## src/rtl/fmac_seq_pkg.sv

```systemverilog
// Shared types and defaults for the fmac PE sequencer.
// Optional stall input is enabled by defining FMAC_SEQ_STALL_EN.
package fmac_seq_pkg;
  typedef enum logic [1:0] {IDLE, RUN, DRAIN, DONE} seq_state_e;

  localparam int N_STATES_DEF     = 8;
  localparam int NUM_PES_DEF      = 4;
  localparam int ITER_W_DEF       = 16;
  localparam int DRAIN_CYCLES_DEF = 3;

  // Bits needed to hold values 0..max_val.
  function automatic int cnt_w(input int max_val);
    int w;
    w = 1;
    while ((1 << w) <= max_val) w++;
    return w;
  endfunction
endpackage

```

## src/rtl/fmac_onehot_ring.sv

```systemverilog
// One-hot state ring: load bit0, rotate left, clear; flags last bit and one-hot legality.
module fmac_onehot_ring #(
  parameter int N = 8
) (
  input  logic         clk,
  input  logic         reset_n,
  input  logic         load,
  input  logic         shift,
  input  logic         clear,
  output logic [N-1:0] ring,
  output logic         last,
  output logic         onehot
);
  always_ff @(posedge clk or negedge reset_n) begin
    if (!reset_n)   ring <= '0;
    else if (clear) ring <= '0;
    else if (load)  ring <= N'(1);
    else if (shift) ring <= {ring[N-2:0], ring[N-1]};
  end

  assign last   = ring[N-1];
  assign onehot = (ring != '0) && ((ring & (ring - N'(1))) == '0);
endmodule

```

## src/rtl/fmac_pe_sequencer.sv

```systemverilog
// Drives the fmac PE array through n_iters tiles of one-hot states, drains the pipeline, pulses done.
// Define FMAC_SEQ_STALL_EN to add a stall input that freezes RUN/DRAIN progress.
module fmac_pe_sequencer
  import fmac_seq_pkg::*;
#(
  parameter int N_STATES     = N_STATES_DEF,
  parameter int NUM_PES      = NUM_PES_DEF,
  parameter int ITER_W       = ITER_W_DEF,
  parameter int DRAIN_CYCLES = DRAIN_CYCLES_DEF
) (
  input  logic                clk,
  input  logic                reset_n,
`ifdef FMAC_SEQ_STALL_EN
  input  logic                stall,
`endif
  input  logic                start,
  input  logic [ITER_W-1:0]   n_iters,
  input  logic                abort,
  output logic                busy,
  output logic [N_STATES-1:0] fsm_state,
  output logic [NUM_PES-1:0]  pe_ce,
  output logic [ITER_W-1:0]   iter_idx,
  output logic                done
);
  localparam int             DCW       = cnt_w(DRAIN_CYCLES);
  localparam logic [DCW-1:0] DRAIN_MAX = DCW'(DRAIN_CYCLES);
  localparam logic [ITER_W:0] ONE      = (ITER_W+1)'(1);

  seq_state_e        state;
  logic [ITER_W-1:0] n_q, iter_q;
  logic [DCW-1:0]    drain_q;
  logic              adv, last, onehot, illegal, abort_hit, last_iter;
  logic              ring_load, ring_shift, ring_clear;

`ifdef FMAC_SEQ_STALL_EN
  assign adv = ~stall;
`else
  assign adv = 1'b1;
`endif

  // Extra bit keeps iter+1 from wrapping when n_iters is all ones.
  assign last_iter = ({1'b0, iter_q} + ONE) >= {1'b0, n_q};
  assign abort_hit = abort && (state != IDLE);
  // Ring must be one-hot in RUN and empty elsewhere; anything else is corruption.
  assign illegal   = (state == RUN) ? !onehot : (fsm_state != '0);

  assign ring_clear = abort_hit || illegal || ((state == RUN) && adv && last && last_iter);
  assign ring_load  = (state == IDLE) && start && (n_iters != '0) && !illegal;
  assign ring_shift = (state == RUN) && adv;

  fmac_onehot_ring #(.N(N_STATES)) u_ring (
    .clk    (clk),
    .reset_n(reset_n),
    .load   (ring_load),
    .shift  (ring_shift),
    .clear  (ring_clear),
    .ring   (fsm_state),
    .last   (last),
    .onehot (onehot)
  );

  // DRAIN walks drain_q 0..DRAIN_CYCLES and leaves on the terminal count.
  always_ff @(posedge clk or negedge reset_n) begin
    if (!reset_n) begin
      state   <= IDLE;
      n_q     <= '0;
      iter_q  <= '0;
      drain_q <= '0;
    end else if (abort_hit || illegal) begin
      state   <= IDLE;
      drain_q <= '0;
    end else begin
      case (state)
        IDLE: if (start) begin
          iter_q <= '0;
          n_q    <= n_iters;
          state  <= (n_iters != '0) ? RUN : DONE;
        end
        RUN: if (adv && last) begin
          if (last_iter) begin
            state   <= DRAIN;
            drain_q <= '0;
          end else begin
            iter_q <= iter_q + ITER_W'(1);
          end
        end
        DRAIN: if (adv) begin
          if (drain_q == DRAIN_MAX) state <= DONE;
          else drain_q <= drain_q + DCW'(1);
        end
        DONE:    state <= IDLE;
        default: state <= IDLE;
      endcase
    end
  end

  assign busy     = (state == RUN) || (state == DRAIN);
  assign done     = (state == DONE);
  assign pe_ce    = {NUM_PES{busy && adv}};
  assign iter_idx = iter_q;
endmodule

```

## config.mk

```make
export PLATFORM = sky130hd
export DESIGN_NAME = fmac_pe_sequencer
export DESIGN_NICKNAME = d
export VERILOG_FILES = /design/src/rtl/fmac_seq_pkg.sv /design/src/rtl/fmac_onehot_ring.sv /design/src/rtl/fmac_pe_sequencer.sv
export SDC_FILE = /design/constraint.sdc
export NUM_CORES = 1
export LEC_CHECK = 0
export ABC_AREA = 1
export BUFFER_PORTS_ARGS = -buffer_cell sky130_fd_sc_hd__clkbuf_2
export CAP_MARGIN = 40
export CORE_MARGIN = 2
export CORE_UTILIZATION = 51
export DETAILED_ROUTE_END_ITERATION = 10
export PLACE_DENSITY_LB_ADDON = 0.12
export SLEW_MARGIN = 40
export SYNTH_ARGS = -nofsm -noshare
export SYNTH_HDL_FRONTEND = slang
export SYNTH_SLANG_ARGS = --single-unit
```

## constraint.sdc

```tcl
create_clock -name clk -period 2.9 [get_ports clk]
set_clock_uncertainty 0.15 [all_clocks]
set_input_delay 0.29 -clock clk [delete_from_list [all_inputs] [get_ports clk]]
set_output_delay 0.29 -clock clk [all_outputs]
set_load 0.01 [all_outputs]
```

; Yosys cells after proc, flatten, opt, wreduce, memory -nomap -nowiden
; Cells that the tools add are included.
[word_totals]
regBits = 44
[op_classes]
n_addsub = 4
order_cmp = 1
n_eq_ne = 12
mux = 20
bitwise_logic = 2
n_reduce_logical = 24
[ops]
columns = op, n
row1 = 16-bit 2-to-1 mux, 3
row2 = 16-bit case mux with 2 select lines, 1
row3 = 8-bit 2-to-1 mux, 3
row4 = 2-bit 2-to-1 mux, 10
row5 = "16-bit by 1-bit adder with 17-bit output, second input constant", 1
row6 = 17-bit by 16-bit >= comparator with 1-bit output, 1
row7 = "16-bit by 1-bit adder with 16-bit output, second input constant", 1
row8 = 16-bit nonzero test, 1
row9 = 8-bit bitwise AND, 1
row10 = 8-bit zero test, 1
row11 = 2-bit case mux with 4 select lines, 1
row12 = 4-bit AND reduction, 2
row13 = 8-bit nonzero test, 1
row14 = "8-bit by 1-bit subtractor with 8-bit output, second input constant", 1
row15 = 1-bit logical AND, 7
row16 = "2-bit equality test, second input constant", 3
row17 = "3-bit by 2-bit != test with 1-bit output, second input constant", 2
row18 = "3-bit != test, second input constant", 2
row19 = 3-bit nonzero test, 2
row20 = 5-bit AND reduction, 1
row21 = "2-bit != test, second input constant", 2
row22 = 2-bit case mux with 2 select lines, 1
row23 = 2-bit nonzero test, 2
row24 = 1-bit logical OR, 3
row25 = 9 further kinds, 10

; Logic depth before layout (Yosys ltp)
[logic_depth]
depth_word = 10
depth_mapped = 21
mapped_depth_nobuf = 21

; Cells and area by module
; Synthesis repeated with hierarchy kept, for this count alone.
[hier_totals]
hier_cells = 457
area_unflattened_um2 = 3180.6
[modules_own_cells]
columns = mod, instances, cells_each, area_each_um2, seq_area_each_um2
row1 = fmac_pe_sequencer, 1, 398, 2735.1, 900.9
row2 = fmac_onehot_ring, 1, 59, 445.4, 200.2

; Worst setup path after synthesis
; OpenSTA, ideal clock, no wires.
[synth_path]
path_kind = register -> register
start = register iter_q[0], in the netlist iter_idx[0]
end = register iter_q[11], in the netlist iter_idx[11]
t_arrival_ns = 2.659
path_slack_ns = -0.027
stages_incl_launch_ff = 19
n_path_buf = 1
synth_period_minus_slack_ns = 2.927
path_cell_list = dfrtp_1 > ha_1 > nand3_2 > nor3_1 > nand4_1 > xor2_1 > inv_1 > ha_1 > a21oi_1 > o211ai_1 > inv_1 > nand2_1 > nor2_2 > nand3_2 > nand2_2 > nand2_4 > buf_6 > nand2_1 > o21ai_2
[synth_via]
elab_chain_len = 4
elab_cells_between_ends = 8
cone_classes = add/sub (2) / order compare (1) / eq/ne (1) / mux (3) / reduce/logical (1)
[synth_lines]
columns = element, line
row1 = "start, declared", fmac_pe_sequencer.sv:30  ; logic [ITER_W-1:0] n_q, iter_q;
row2 = "start signal, assigned", fmac_pe_sequencer.sv:84  ; iter_q <= iter_q + ITER_W'(1);
row3 = 16-bit by 1-bit adder with 17-bit output / 16-bit by 1-bit adder with 16-bit output (equally long branches), "fmac_pe_sequencer.sv:42, fmac_pe_sequencer.sv:84"
row4 = 17-bit by 16-bit >= comparator with 1-bit output / 16-bit 2-to-1 mux (equally long branches), "fmac_pe_sequencer.sv:42, fmac_pe_sequencer.sv:80"
row5 = 2-bit != test (no source line) / 16-bit 2-to-1 mux (equally long branches), -
row6 = 5-bit AND reduction (no source line) / 16-bit case mux with 2 select lines (equally long branches), -
; Parallel ways exist; a longest one is shown, timed or not. The select of a mux whose other input is x is not followed.
; A chain may end at the register's enable or synchronous reset.

; Worst setup path in the final report
[layout_path]
start = register iter_q[0], in the netlist iter_idx[0]
end = register iter_q[9], in the netlist iter_idx[9]
; Same word-level chain as after synthesis.

==> metrics.cfg <==
[clock_network]
clk_latency_ns=0.30
clockBufferDepth=2
htreeDepth=2
cts_root_buf=clkbuf_8
cts_sinks=44
cts_inserted_buffers=5
cts_tree=done
clkTransAtPathRegs_ns=0.09

[worst_setup_path]
crit_fanout=14
crit_type=register to register
crit_chain=nand3_2 > nor2_4 > buf_4 > buf_4 > buf_4 > buf_4 > buf_4 > xor2_4 > ha_1 > nand4_1 > inv_1 > a21oi_2 > nor2_1 > nor2_2 > nand3_2 > nand2_2 > nand2_4 > buf_12 > nand2_1 > o21ai_2
crit_path_frequent_cell=buf_4
crit_arrival_ns=3.02
cp_top_family=buffers and inverters
cpPeakStageDelay_ns=0.41
end_kind=register
crit_path_top_delay_cell=dfrtp_1
worstPathRequired_ns=2.95
start_kind=register
cp.buffers_inverters=7

[synth]
async_flop_share_pct=100
synth_area_sq_mm=0.00301
ys_seq_elements=44
yosys_warnings=0
synth_cell_types=34
ys.flop_type=dfrtp_1
syn_area_per_cell_sq_um=7.69
synthesis.instances=392
synth-edff-count=0
synth_nets=434
seq_area_frac_synth_pct=36.5

[run_status]
status=finished with violations
violations=setup timing

[die]
die_area_sq_mm=0.00654
die_width_microns=80.9
die_h_microns=80.9
num_io_pins=50
start_util_pct=53.7
core_area_sq_mm=0.00561
num_rows=27

[place]
hpwl_mm=5.18
place.gp.congestion=0.836
post-place-ws_ns=-0.250
port_buffers=49
dpl_cell_area_sq_mm=0.00341

[pwr]
p_per_area_mw_per_mm2=950
peakVddDrop_mv=0.617
leakagePower_nw=2.04

[timing]
hold_violations=0
rsz0062_at_grt=yes
final.min_clock_period_ns=2.97
max_freq_mhz=336
fin_ws_ns=-0.0732
finalCritPeriodShare_pct=103
worst_pin_slew_ns=0.616
drv_slew=0
max_slew_margin_pct=58.9
setup_violations=22

[route]
vias_per_cell=5.06
drc=0
route.detailed.wl_per_inst_microns=13.2
ant_nets=0
vias=2778
initialDrtViolationCount=110
drt_first_pass_iters=4
drt-total-wl_mm=7.27

[cells_and_area]
post-route-util_pct=70.5
final_cell_mix=nand2_1 (103), clkbuf_2 (49), inv_1 (46)
area_delta_synth_final_pct=31.3
final_common_cell=nand2_1
drive_gt1_share_pct=36.3
diodes=0
final_area_sq_mm=0.00396
final_nets=518

[grt]
grt_max_degree=36
grt_pass1_wl_mm=11.6
grt_pass1_vias=2611
gr-usage-all-layers_pct=23.0
antenna_found_initial=0
grt_overflow=0

[job]
drv_cap=0

[min_path]
hold_class=primary input to register

==> logic make-up (layout without fill, tap and decap cells) <==
| logic type | Yosys count | count (layout) | share of synthesized area [%] |
|---|---|---|---|
| AO/OA/AOI/OAI | 59 | 59 | 11.3 |
| adder cells (fa/ha/maj) | 22 | 22 | 9.13 |
| AND/OR/NAND/NOR | 185 | 185 | 28.6 |
| flip-flops | 44 | 44 | 36.5 |
| buffers and inverters | 70 | 155 | 11.0 |
| XOR/XNOR | 12 | 12 | 3.49 |
==> per-layer routing <==
metal  GRT usage [%]  part of all wire (%)  up-vias
met4            7.80                   1.9        0
met1            26.4                    42     1284
met2            43.1                    52       60
met5               0                     0        -
met3            3.67                   3.9       12
li1                -                     -     1422
==> Yosys cell counts (4+ instances only) <==
| cell type | count | area [sq um] |
|---|---|---|
| ha_1 | 22 | 275 |
| nand4_1 | 13 | 81.3 |
| o21ai_1 | 20 | 100 |
| nand2_2 | 5 | 31.3 |
| buf_6 | 6 | 67.6 |
| dfrtp_1 | 44 | 1100 |
| o21ai_0 | 16 | 80.1 |
| nand3_2 | 4 | 40.0 |
| xor2_1 | 8 | 70.1 |
| nor2_1 | 25 | 93.8 |
| nor4_1 | 4 | 25.0 |
| xnor2_1 | 4 | 35.0 |
| nand2_1 | 110 | 413 |
| a21oi_1 | 9 | 45.0 |
| nand3_1 | 9 | 45.0 |
| o21ai_2 | 10 | 87.6 |
| buf_4 | 5 | 37.5 |
| inv_1 | 49 | 184 |
==> final cells by class <==
| class | count | area [sq um] |
|---|---|---|
| Clock buffer | 8 | 90.1 |
| Timing Repair Buffer | 93 | 628 |
| Sequential cell | 44 | 1100 |
| Fill cell | 443 | 1650 |
| Inverter | 54 | 205 |
| Multi-Input combinational cell | 278 | 1840 |
| Tap cell | 72 | 90.1 |
==> registers in the layout (all words and copies together), names as in the netlist <==
signal and flops:
drain_q 2, iter_idx 16, n_q 16, state 2, u_ring.ring 8
==> per-stage QoR <==
stage / TNS, ns / power [mW] / hold WS (ns) / cells
detailed placement: -6.13 / 3.05 / 0.179 / 518
global route: -7.25 / 4.12 / 0.0591 / 549
CTS: -1.04 / 3.55 / 0.0566 / 544
finish: -1.14 / 3.76 / 0.0608 / 549
floorplan: 0 / 2.62 / -0.156 / 392
global placement: -3.81 / 3.01 / 0.182 / 518
==> worst register-to-register path, stage by stage (launching register included) <==
cell and delay [ns]:
dfrtp_1 0.41, nand3_2 0.11, nor2_4 0.06, buf_4 0.12, buf_4 0.12, buf_4 0.12
buf_4 0.12, buf_4 0.14, xor2_4 0.15, ha_1 0.29, nand4_1 0.11, inv_1 0.07
a21oi_2 0.13, nor2_1 0.07, nor2_2 0.12, nand3_2 0.11, nand2_2 0.10, nand2_4 0.09
buf_12 0.17, nand2_1 0.08, o21ai_2 0.05
==> final timing paths <==
kind,endpoint,cells past startpoint,slack [ns],from
max,iter_idx[9],20,-0.07,iter_idx[0]
min,n_q[8],3,0.06,n_iters[8]
max reg2reg,iter_idx[9],20,-0.07,iter_idx[0]
min reg2reg,drain_q[1],2,0.34,drain_q[1]
max in group asynchronous,iter_idx[1],3,1.49,reset_n
min in group asynchronous,n_q[6],2,0.38,reset_n
==> timing repair <==
item                                    4_1_cts  5_1_grt
resized for setup                            18       34
setup buffers                                17        4
endpoints found under the hold margin        23        0
hold buffers                                  1        0
gates cloned                                  0        1
endpoints found under the setup margin       28       28
pin swaps                                    11       10
==> power by group <==
part	internal [mW]	switching, mW
Sequential	0.811	0.102
Combinational	0.924	1.52
Clock	0.195	0.210
Power figures use the tool's default switching activity.
